## src/rtl/iob_uart16550_ctrl_pkg.sv

```systemverilog
// rtl/iob_uart16550_ctrl_pkg.sv - UART register map, controller states and init ROM
package iob_uart16550_ctrl_pkg;

  localparam logic [2:0] RBR_THR_DLL = 3'd0;
  localparam logic [2:0] IER_DLM     = 3'd1;
  localparam logic [2:0] IIR_FCR     = 3'd2;
  localparam logic [2:0] LCR         = 3'd3;
  localparam logic [2:0] MCR         = 3'd4;
  localparam logic [2:0] LSR         = 3'd5;

  localparam logic [7:0] LCR_DLAB   = 8'h80;
  localparam int         INIT_STEPS = 6;

  typedef enum logic [1:0] {ST_INIT, ST_IDLE, ST_FWD, ST_RDWAIT} state_t;

  typedef struct packed {
    logic [2:0] addr;
    logic [7:0] data;
  } init_wr_t;

  // Divisor is loaded with DLAB set, then LCR is rewritten, which clears DLAB.
  function automatic init_wr_t init_rom(input logic [2:0]  step,
                                        input logic [15:0] div,
                                        input logic [7:0]  lcr_cfg,
                                        input logic [7:0]  fcr_cfg,
                                        input logic [7:0]  ier_cfg);
    init_wr_t w;
    case (step)
      3'd0:    w = '{addr: LCR,         data: LCR_DLAB};
      3'd1:    w = '{addr: RBR_THR_DLL, data: div[7:0]};
      3'd2:    w = '{addr: IER_DLM,     data: div[15:8]};
      3'd3:    w = '{addr: LCR,         data: lcr_cfg};
      3'd4:    w = '{addr: IIR_FCR,     data: fcr_cfg};
      default: w = '{addr: IER_DLM,     data: ier_cfg};
    endcase
    return w;
  endfunction

endpackage

```

## src/rtl/iob_rr_arb2.sv

```systemverilog
// rtl/iob_rr_arb2.sv - combinational 2-way round-robin arbiter
module iob_rr_arb2 (
  input  logic [1:0] req_i,
  input  logic       last_i,
  output logic       gnt_o,
  output logic       valid_o
);

  assign valid_o = |req_i;
  assign gnt_o   = (&req_i) ? ~last_i : req_i[1];

endmodule

```

## src/rtl/iob_uart16550_ctrl.sv

```systemverilog
// rtl/iob_uart16550_ctrl.sv - UART init sequencer and 2-master IOb port arbiter
module iob_uart16550_ctrl
  import iob_uart16550_ctrl_pkg::*;
#(
  parameter int         ADDR_W  = 3,
  parameter int         DATA_W  = 32,
  parameter int         DIV_W   = 16,
  parameter logic [7:0] LCR_CFG = 8'h03,
  parameter logic [7:0] FCR_CFG = 8'h07,
  parameter logic [7:0] IER_CFG = 8'h00
) (
  input  logic                clk_i,
  input  logic                cke_i,
  input  logic                rst_i,
  input  logic [DIV_W-1:0]    cfg_div_i,
  input  logic                init_req_i,
  output logic                init_done_o,
  input  logic                m0_avalid_i,
  input  logic [ADDR_W-1:0]   m0_addr_i,
  input  logic [DATA_W-1:0]   m0_wdata_i,
  input  logic [DATA_W/8-1:0] m0_wstrb_i,
  output logic                m0_ready_o,
  output logic                m0_rvalid_o,
  output logic [DATA_W-1:0]   m0_rdata_o,
  input  logic                m1_avalid_i,
  input  logic [ADDR_W-1:0]   m1_addr_i,
  input  logic [DATA_W-1:0]   m1_wdata_i,
  input  logic [DATA_W/8-1:0] m1_wstrb_i,
  output logic                m1_ready_o,
  output logic                m1_rvalid_o,
  output logic [DATA_W-1:0]   m1_rdata_o,
  output logic                s_avalid_o,
  output logic [ADDR_W-1:0]   s_addr_o,
  output logic [DATA_W-1:0]   s_wdata_o,
  output logic [DATA_W/8-1:0] s_wstrb_o,
  input  logic                s_ready_i,
  input  logic                s_rvalid_i,
  input  logic [DATA_W-1:0]   s_rdata_i
);

  localparam int STRB_W = DATA_W / 8;

  state_t            state_q, state_d;
  logic [2:0]        step_q, step_d;
  logic              init_done_q, init_done_d;
  logic [DIV_W-1:0]  div_q, div_d;
  logic              rr_last_q, rr_last_d;
  logic              gnt_q, gnt_d;
  logic              pend_q, pend_d;

  logic              arb_gnt, arb_valid;
  init_wr_t          rom;
  logic              g_avalid;
  logic [ADDR_W-1:0] g_addr;
  logic [DATA_W-1:0] g_wdata;
  logic [STRB_W-1:0] g_wstrb;

  iob_rr_arb2 u_arb (
    .req_i   ({m1_avalid_i, m0_avalid_i}),
    .last_i  (rr_last_q),
    .gnt_o   (arb_gnt),
    .valid_o (arb_valid)
  );

  assign rom      = init_rom(step_q, div_q[15:0], LCR_CFG, FCR_CFG, IER_CFG);
  assign g_avalid = gnt_q ? m1_avalid_i : m0_avalid_i;
  assign g_addr   = gnt_q ? m1_addr_i   : m0_addr_i;
  assign g_wdata  = gnt_q ? m1_wdata_i  : m0_wdata_i;
  assign g_wstrb  = gnt_q ? m1_wstrb_i  : m0_wstrb_i;
  assign init_done_o = init_done_q;

  always_comb begin
    state_d     = state_q;
    step_d      = step_q;
    init_done_d = init_done_q;
    div_d       = div_q;
    rr_last_d   = rr_last_q;
    gnt_d       = gnt_q;
    pend_d      = pend_q;
    s_avalid_o  = 1'b0;
    s_addr_o    = '0;
    s_wdata_o   = '0;
    s_wstrb_o   = '0;
    m0_ready_o  = 1'b0;
    m1_ready_o  = 1'b0;
    m0_rvalid_o = 1'b0;
    m1_rvalid_o = 1'b0;
    m0_rdata_o  = '0;
    m1_rdata_o  = '0;

    case (state_q)
      ST_INIT: begin
        s_avalid_o = 1'b1;
        s_addr_o   = ADDR_W'(rom.addr);
        s_wdata_o  = DATA_W'(rom.data) << {rom.addr[1:0], 3'b000};
        s_wstrb_o  = STRB_W'(1) << rom.addr[1:0];
        if (s_ready_i) begin
          if (step_q == 3'(INIT_STEPS - 1)) begin
            state_d     = ST_IDLE;
            step_d      = '0;
            init_done_d = 1'b1;
          end else begin
            step_d = step_q + 3'd1;
          end
        end
      end
      ST_IDLE: begin
        if (pend_q || init_req_i) begin
          state_d     = ST_INIT;
          step_d      = '0;
          init_done_d = 1'b0;
          div_d       = cfg_div_i;
          pend_d      = 1'b0;
        end else if (arb_valid) begin
          gnt_d     = arb_gnt;
          rr_last_d = arb_gnt;
          state_d   = ST_FWD;
        end
      end
      ST_FWD: begin
        s_avalid_o = g_avalid;
        s_addr_o   = g_addr;
        s_wdata_o  = g_wdata;
        s_wstrb_o  = g_wstrb;
        m0_ready_o = ~gnt_q & s_ready_i & cke_i;
        m1_ready_o =  gnt_q & s_ready_i & cke_i;
        pend_d     = pend_q | init_req_i;
        if (g_avalid && s_ready_i) begin
          state_d = (g_wstrb != '0) ? ST_IDLE : ST_RDWAIT;
        end
      end
      default: begin
        pend_d = pend_q | init_req_i;
        if (s_rvalid_i) begin
          m0_rvalid_o = ~gnt_q & cke_i;
          m1_rvalid_o =  gnt_q & cke_i;
          m0_rdata_o  = gnt_q ? '0 : s_rdata_i;
          m1_rdata_o  = gnt_q ? s_rdata_i : '0;
          state_d     = ST_IDLE;
        end
      end
    endcase

    // Nothing may be handed out while reset is held; the UART is being reset too.
    if (rst_i) begin
      s_avalid_o  = 1'b0;
      m0_ready_o  = 1'b0;
      m1_ready_o  = 1'b0;
      m0_rvalid_o = 1'b0;
      m1_rvalid_o = 1'b0;
    end
  end

  always_ff @(posedge clk_i) begin
    if (rst_i) begin
      state_q     <= ST_INIT;
      step_q      <= '0;
      init_done_q <= 1'b0;
      div_q       <= cfg_div_i;
      rr_last_q   <= 1'b1;
      gnt_q       <= 1'b0;
      pend_q      <= 1'b0;
    end else if (cke_i) begin
      state_q     <= state_d;
      step_q      <= step_d;
      init_done_q <= init_done_d;
      div_q       <= div_d;
      rr_last_q   <= rr_last_d;
      gnt_q       <= gnt_d;
      pend_q      <= pend_d;
    end
  end

endmodule

```

## config.mk

```make
export PLATFORM = sky130hd
export DESIGN_NAME = iob_uart16550_ctrl
export DESIGN_NICKNAME = d
export VERILOG_FILES = /design/src/rtl/iob_uart16550_ctrl_pkg.sv /design/src/rtl/iob_rr_arb2.sv /design/src/rtl/iob_uart16550_ctrl.sv
export SDC_FILE = /design/constraint.sdc
export NUM_CORES = 1
export LEC_CHECK = 0
export BUFFER_PORTS_ARGS = -buffer_cell sky130_fd_sc_hd__buf_2
export CORE_ASPECT_RATIO = 0.7
export CORE_MARGIN = 3
export CORE_UTILIZATION = 38
export CTS_CLUSTER_DIAMETER = 120
export DETAILED_ROUTE_END_ITERATION = 10
export PLACE_DENSITY = 0.82
export RECOVER_POWER = 25
export SLEW_MARGIN = 20
export SYNTH_ARGS = -nofsm -noshare
export SYNTH_HDL_FRONTEND = slang
export SYNTH_SLANG_ARGS = --single-unit
```

## constraint.sdc

```tcl
create_clock -name clk_i -period 2.6 [get_ports clk_i]
set_clock_uncertainty 0.05 [all_clocks]
set_input_delay 0.52 -clock clk_i [delete_from_list [all_inputs] [get_ports clk_i]]
set_output_delay 0.52 -clock clk_i [all_outputs]
set_load 0.05 [all_outputs]
```

==> impl_results.md, run 1 <==
* Vias in the first global route at 2,958
* Initial Util at 40.7%
* CTS Buf Count at 3
* Root Driver: clkbuf_8
* # Max-Cap Violations at 0
* Final hold viol count at 0
* Share of layout cells above drive strength 1 at 52.0%
* Final setup viols at 0
* Clock transition at path regs at 0.09 ns
* Global-route wire length before repair at 15,200 microns
* Rel. slew slack at 43.6%
* Worst path required time at 2.03 ns
* GP Congestion at 0.930
* Internal power at 0.700 mW
* Hold-fix buffers, CTS at 0
* Syn_area_per_cell at 7.37 sq um
* Multi-input gate area at 1860 sq um
* Die ar. at 8000 sq um
* Number of flops mapped to enable cells by yosys at 16
* Seq pwr share at 41.8%
* Status: finished, final reports clean
* Fin Setup TNS at 0 ns
* Fin crit share at 97.0%
* Post-layout nets at 731
* Slew @ Worst Pin at 0.846 ns
* Total gr overflow at 0
* Post-detail-place hpwl at 8820 microns
* Most common cell after layout, fill and taps aside: buf_2
* Non-Filler Cell Area, Final at 4110 sq um
* I/O pins at 243
* Vias at 3,458
* Synth Register Bits at 25
* Register area at 666 sq um
* Fin Hold WS at 0.365 ns
* ANT cells at 0
* Post-DR wirelength/cell at 15.9 microns
* Die Wd at 106 microns
* Clock share of power at 23.0%
* Total power draw at 1.06 mW
* Worst Setup End Kind: output pin
* Final critical-path required period at 2.52 ns
* Net switching power at 0.363 mW
* Htree depth at 1
* Core Region at 6490 sq um
* Async SR Flop Fraction at 0%
* Leakage at 2.03 nW
* Initial antenna violation count at 0
* Site Rows at 24
* Syn Nets at 498
* Worst hold-check path type: in2reg
* Slew Viols, Final at 0
* Total GRT Usage at 23.3%
* Latest clock arrival within the worst-skew pair at 0.27 ns
* Distinct cells, synth at 45
* Buffers on Ports at 242
* YS warnings at 0
* Clock sink total at 25
* Antenna viol nets, final at 0
* Via/cell ratio at 5.08
* Worst setup SP type: register
* DRC at 0
* Synthesis-to-layout area growth at 55.5%
* Seq/Total Area, Yosys at 25.0%
* Main synth FF type: edfxtp_1
* Arr. time, crit path at 1.95 ns
* Most frequent cells in the layout: 228 x buf_2, 82 x nor2_1, 67 x nand2_1
* Die height at 75.7 microns
* Initial DRC count at 347
* Setup CP Type: reg2out
* Largest net degree at the start of global routing at 42
* Mapped cell area at 2640 sq um
* R2r setup slk at 0.40 ns
* Worst vdd ir at 0.270 mV
* CTS tree: done
* Sw Share at 34.2%
* Cell area power density at 259 nW/um^2
* Post-DP Area at 3960 sq um
* 1st-pass router iterations at 5
* Combinational share of power at 35.2%
* DRT Wirelength at 10,800 microns
* Syn Inst Count at 358
* RSZ-0062 raised after global routing: false
* Fmax at 396 MHz
* Layout fillers at 579
* Crit-path max FO at 5
* Bufs on Longest Clock Path at 2
-- registers in the layout (all words and copies together) (netlist names) --
name	count
div_q	16
step_q	3
state_q	2
gnt_q	1
init_done_o	1
pend_q	1
rr_last_q	1
-- final timing paths --
path / start / endpoint / cells past startpoint
worst max register to register: state_q[1]$_SDFFE_PP0P_ / div_q[4]$_DFFE_PP_ / 5
worst min-delay path: cfg_div_i[12] / div_q[12]$_DFFE_PP_ / 1
worst min register to register: rr_last_q$_SDFFE_PP1P_ / rr_last_q$_SDFFE_PP1P_ / 1
worst max-delay path: step_q[1]$_SDFFE_PP0P_ / s_wdata_o[0] / 6
-- synthesized netlist by cell type, drive strengths merged, types with 6 or more instances --
cell    count  area [sq um]
buf        13          80.1
mux2       37           420
o21ai      19          95.1
a22o       14           123
a22oi       6          45.0
nand3       7          47.6
nand2      67           251
ha          6          75.1
nor2b      11          68.8
mux2i       7          70.1
dfxtp       9           180
clkbuf     16          60.1
inv         7          26.3
edfxtp     16           480
nor2       84           315
a21oi       9          45.0
-- timing repair --
item,in CTS,in global routing
endpoints found under the hold margin,0,0
cloned,0,0
gates resized for setup,7,19
pin swaps,0,2
endpoints found under the setup margin,13,31
buffers inserted,0,2
-- metrics by stage --
stage	std cells	setup WS, ns	util [%]
6_report	681	0.0771	63.3
5_1_grt	681	0.0149	63.3
4_1_cts	679	0.00204	62.2
2_1_floorplan	358	-0.0125	-
3_5_place_dp	675	0.143	61.1
3_3_place_gp	675	0.261	61.1
-- power by group through the flow --
stage / registers, mW / logic (mW) / clock network [mW]
2_1_floorplan: 0.453 / 0.201 / 0
3_3_place_gp: 0.453 / 0.353 / 0
3_5_place_dp: 0.455 / 0.359 / 0
4_1_cts: 0.446 / 0.364 / 0.250
5_1_grt: 0.446 / 0.400 / 0.262
6_report: 0.445 / 0.374 / 0.245
-- worst max-delay path, cell delays in order (launching register included) --
cell	delay (ns)
dfxtp_4	0.37
and2_1	0.16
ha_1	0.22
nor3_4	0.26
nand3b_1	0.22
o21ai_1	0.17
buf_2	0.28
-- logic make-up after synthesis --
kind of cell,synth area share (%)
AO/OA/AOI/OAI,16.6
multiplexers,18.6
flip-flops,25.0
adder cells (fa/ha/maj),2.84
XOR/XNOR,0.332
buffers and inverters,6.30
AND/OR/NAND/NOR,30.3
-- area by class of cell --
cell class	instances	area share, %
tap	91	2.77
sequential	25	16.2
timing repair buffer	257	33.8
multi-input combinational	297	45.3
clock inverter	1	0.213
clock buffer	3	1.01
inverter	7	0.640
-- routing by layer --
metal	GRT usage [%]	vias up	part of all wire, %
met5	0	-	0
li1	-	1697	-
met2	40.3	164	50
met4	3.02	0	0.83
met3	4.57	8	8.3
met1	31.6	1589	41
(Power assumes the default switching activity.)
==> inputs of run 2 (changes only) <==
- BUFFER_PORTS_ARGS: -buffer_cell sky130_fd_sc_hd__buf_2 -> -buffer_cell sky130_fd_sc_hd__clkbuf_2
- CORE_AREA: not set -> 3 3 92 94
- CORE_ASPECT_RATIO: 0.7 -> not set
- CORE_MARGIN: 3 -> not set
- CORE_UTILIZATION: 38 -> not set
- DIE_AREA: not set -> 0 0 95 97
- PLACE_DENSITY: 0.82 -> 0.74
- clock period: 2.6 -> 3.12 ns (I/O delays scaled with it)
==> run 2 against run 1 <==
Against the previous run: register-to-register slack better by 0.61 ns; global-route usage is 3.8 points lower; total power is 18% lower; wire length is 9.5% lower; setup slack better by 0.091 ns; sequential power is 16% lower; non-clock buffer count is 6 lower; cell count is 0.73% higher; first-iteration DRC count is 64% lower; clock-buffer cell count stayed put; critical endpoint is now s_wdata_o[3]; via count is 3.8% lower.
==> impl_results.md, run 2 (synthesis results as in run 1) <==
* Status: finished, final reports clean
* Global-route wire length before repair at 14,600 microns
* Core Region at 7730 sq um
* Vias at 3,327
* Clock share of power at 23.8%
* Site Rows at 32
* Worst vdd ir at 0.258 mV
* Most frequent cells in the layout: 240 x clkbuf_2, 84 x nor2_1, 67 x nand2_1
* Seq pwr share at 42.7%
* Hold Path Stages at 2
* 1st-pass router iterations at 5
* Latest clock arrival within the worst-skew pair at 0.28 ns
* Total gr overflow at 0
* Largest regs: div_q (16), step_q (3), state_q (2)
* Internal power at 0.577 mW
* DRT Wirelength at 9780 microns
* Root Driver: clkbuf_8
* Die Wd at 95 microns
* GP Congestion at 0.854
* Die ar. at 9220 sq um
* Fin crit share at 94.6%
* Fin Setup TNS at 0 ns
* Final hold viol count at 0
* Final setup viols at 0
* WP buf/inv at 1
* Vias in the first global route at 3,021
* Crit-path max FO at 11
* CTS Buf Count at 3
* CTS tree: done
* Post-detail-place hpwl at 8150 microns
* Post-CTS Setup Bufs at 0
* Initial antenna violation count at 0
* CP peak stage delay at 0.43 ns
* Setup CP Type: reg2out
* Slew @ Worst Pin at 0.812 ns
* Worst reg-to-reg path cell count at 5
* Largest Register: div_q
* Hold Path Origin: init_done_o$_SDFFE_PP0P_
* Combinational share of power at 33.5%
* Reg2reg start: state_q[1]$_SDFFE_PP0P_
* Fin Hold WS at 0.442 ns
* Arr. time, crit path at 2.28 ns
* DRC at 0
* Share of layout cells above drive strength 1 at 50.5%
* R2r setup slk at 1.01 ns
* Non-Filler Cell Area, Final at 3980 sq um
* Clock sink total at 25
* Critical-path cell list: and2_1 -> ha_1 -> nor3_2 -> nor3b_4 -> a22o_1 -> clkbuf_2
* I/O pins at 243
* Net switching power at 0.300 mW
* Reg2reg end: div_q[15]$_DFFE_PP_
* Via/cell ratio at 4.85
* Worst hold endpoint: init_done_o$_SDFFE_PP0P_
* Cell area power density at 220 nW/um^2
* Crit-path slowest cell: dfxtp_1
* Post-layout nets at 725
* # Max-Cap Violations at 0
* Post-DP Area at 3920 sq um
* Worst hold-check path type: reg2reg
* Buffers on Ports at 242
* RSZ-0062 raised after global routing: false
* Antenna viol nets, final at 0
* Leakage at 1.94 nW
* ANT cells at 0
* Hold-fix buffers, CTS at 0
* Fmax at 339 MHz
* Htree depth at 1
* Synthesis-to-layout area growth at 50.7%
* Rel. slew slack at 45.8%
* Worst path required time at 2.45 ns
* Die height at 97 microns
* Slew Viols, Final at 0
* Bufs on Longest Clock Path at 2
* Most common cell after layout, fill and taps aside: clkbuf_2
* Largest net degree at the start of global routing at 36
* Initial DRC count at 125
* Max FFs per register at 16
* CP delay by family, top: simple AND/OR/NAND/NOR gates
* Worst setup SP type: register
* Worst Setup End Kind: output pin
* Total GRT Usage at 19.5%
* Sw Share at 34.2%
* Clock transition at path regs at 0.10 ns
* Final critical-path required period at 2.95 ns
* Post-DR wirelength/cell at 14.2 microns
* Initial Util at 34.2%
-- run 2: changes by cell type in the layout (fill, tap and decap cells not counted), moves of 2 or more --
cell / before / now
clkbuf_2: 0 / 240
nor2_1: 82 / 84
nor2b_2: 0 / 2
buf_12: 3 / 1
buf_4: 15 / 7
buf_2: 228 / 0
clkbuf_4: 7 / 0
nor2b_1: 11 / 9
-- run 2: routing by layer --
layer | global-route usage (%) | share of wire [%] | vias to the layer above
met5 | 0 | 0 | -
li1 | - | - | 1679
met2 | 35.8 | 51 | 149
met3 | 1.94 | 6.9 | 10
met1 | 24.3 | 41 | 1489
met4 | 3.88 | 1.1 | 0
-- run 2: stage by stage --
stage / power, mW / worst slack (ns) / std cells / util [%]
2_1_floorplan: 0.544 / 0.254 / 358 / -
3_3_place_gp: 0.669 / 0.444 / 682 / 50.7
3_5_place_dp: 0.674 / 0.363 / 682 / 50.7
4_1_cts: 0.881 / 0.0447 / 686 / 51.4
5_1_grt: 0.916 / 0.0555 / 686 / 51.5
6_report: 0.877 / 0.168 / 686 / 51.5
-- run 2: area by class of cell --
type | count | area [sq um]
Multi-Input combinational cell | 297 | 1830
Fill cell | 748 | 3750
Tap cell | 102 | 128
Timing Repair Buffer | 251 | 1280
Inverter | 7 | 26.3
Clock buffer | 3 | 41.3
Sequential cell | 25 | 662
Clock inverter | 1 | 8.76
-- run 2: worst reg2reg max path, cell delays in order, from the launching register on --
cell and delay [ns]:
dfxtp_1 0.34, inv_1 0.12, ha_1 0.35, nand2_1 0.11, o21bai_1 0.13, clkbuf_1 0.63
-- run 2: how the worst max path moves through the flow --
stage / startpoint / cells after the start / end / slack, ns
3_3_place_gp: step_q[0]$_SDFFE_PP0P_ / 6 / s_wdata_o[6] / 0.44
2_1_floorplan: state_q[0]$_SDFFE_PP0P_ / 5 / s_wdata_o[31] / 0.25
3_5_place_dp: step_q[0]$_SDFFE_PP0P_ / 6 / s_wdata_o[3] / 0.36
5_1_grt: step_q[0]$_SDFFE_PP0P_ / 6 / s_wdata_o[3] / 0.06
6_report: step_q[0]$_SDFFE_PP0P_ / 6 / s_wdata_o[3] / 0.17
4_1_cts: step_q[0]$_SDFFE_PP0P_ / 6 / s_wdata_o[3] / 0.04
-- run 2: repair_timing --
action | in CTS | in global routing
setup endpoints to repair | 0 | 18
gates resized for setup | 0 | 4
endpoints found under the hold margin | 0 | 0
-- run 2: power groups by stage --
stage | registers, mW | logic, mW | clock network [mW]
after floorplan | 0.377 | 0.167 | 0
after global placement | 0.381 | 0.288 | 0
after detailed placement | 0.382 | 0.293 | 0
after CTS | 0.374 | 0.294 | 0.213
after global routing | 0.376 | 0.316 | 0.225
final | 0.374 | 0.294 | 0.208
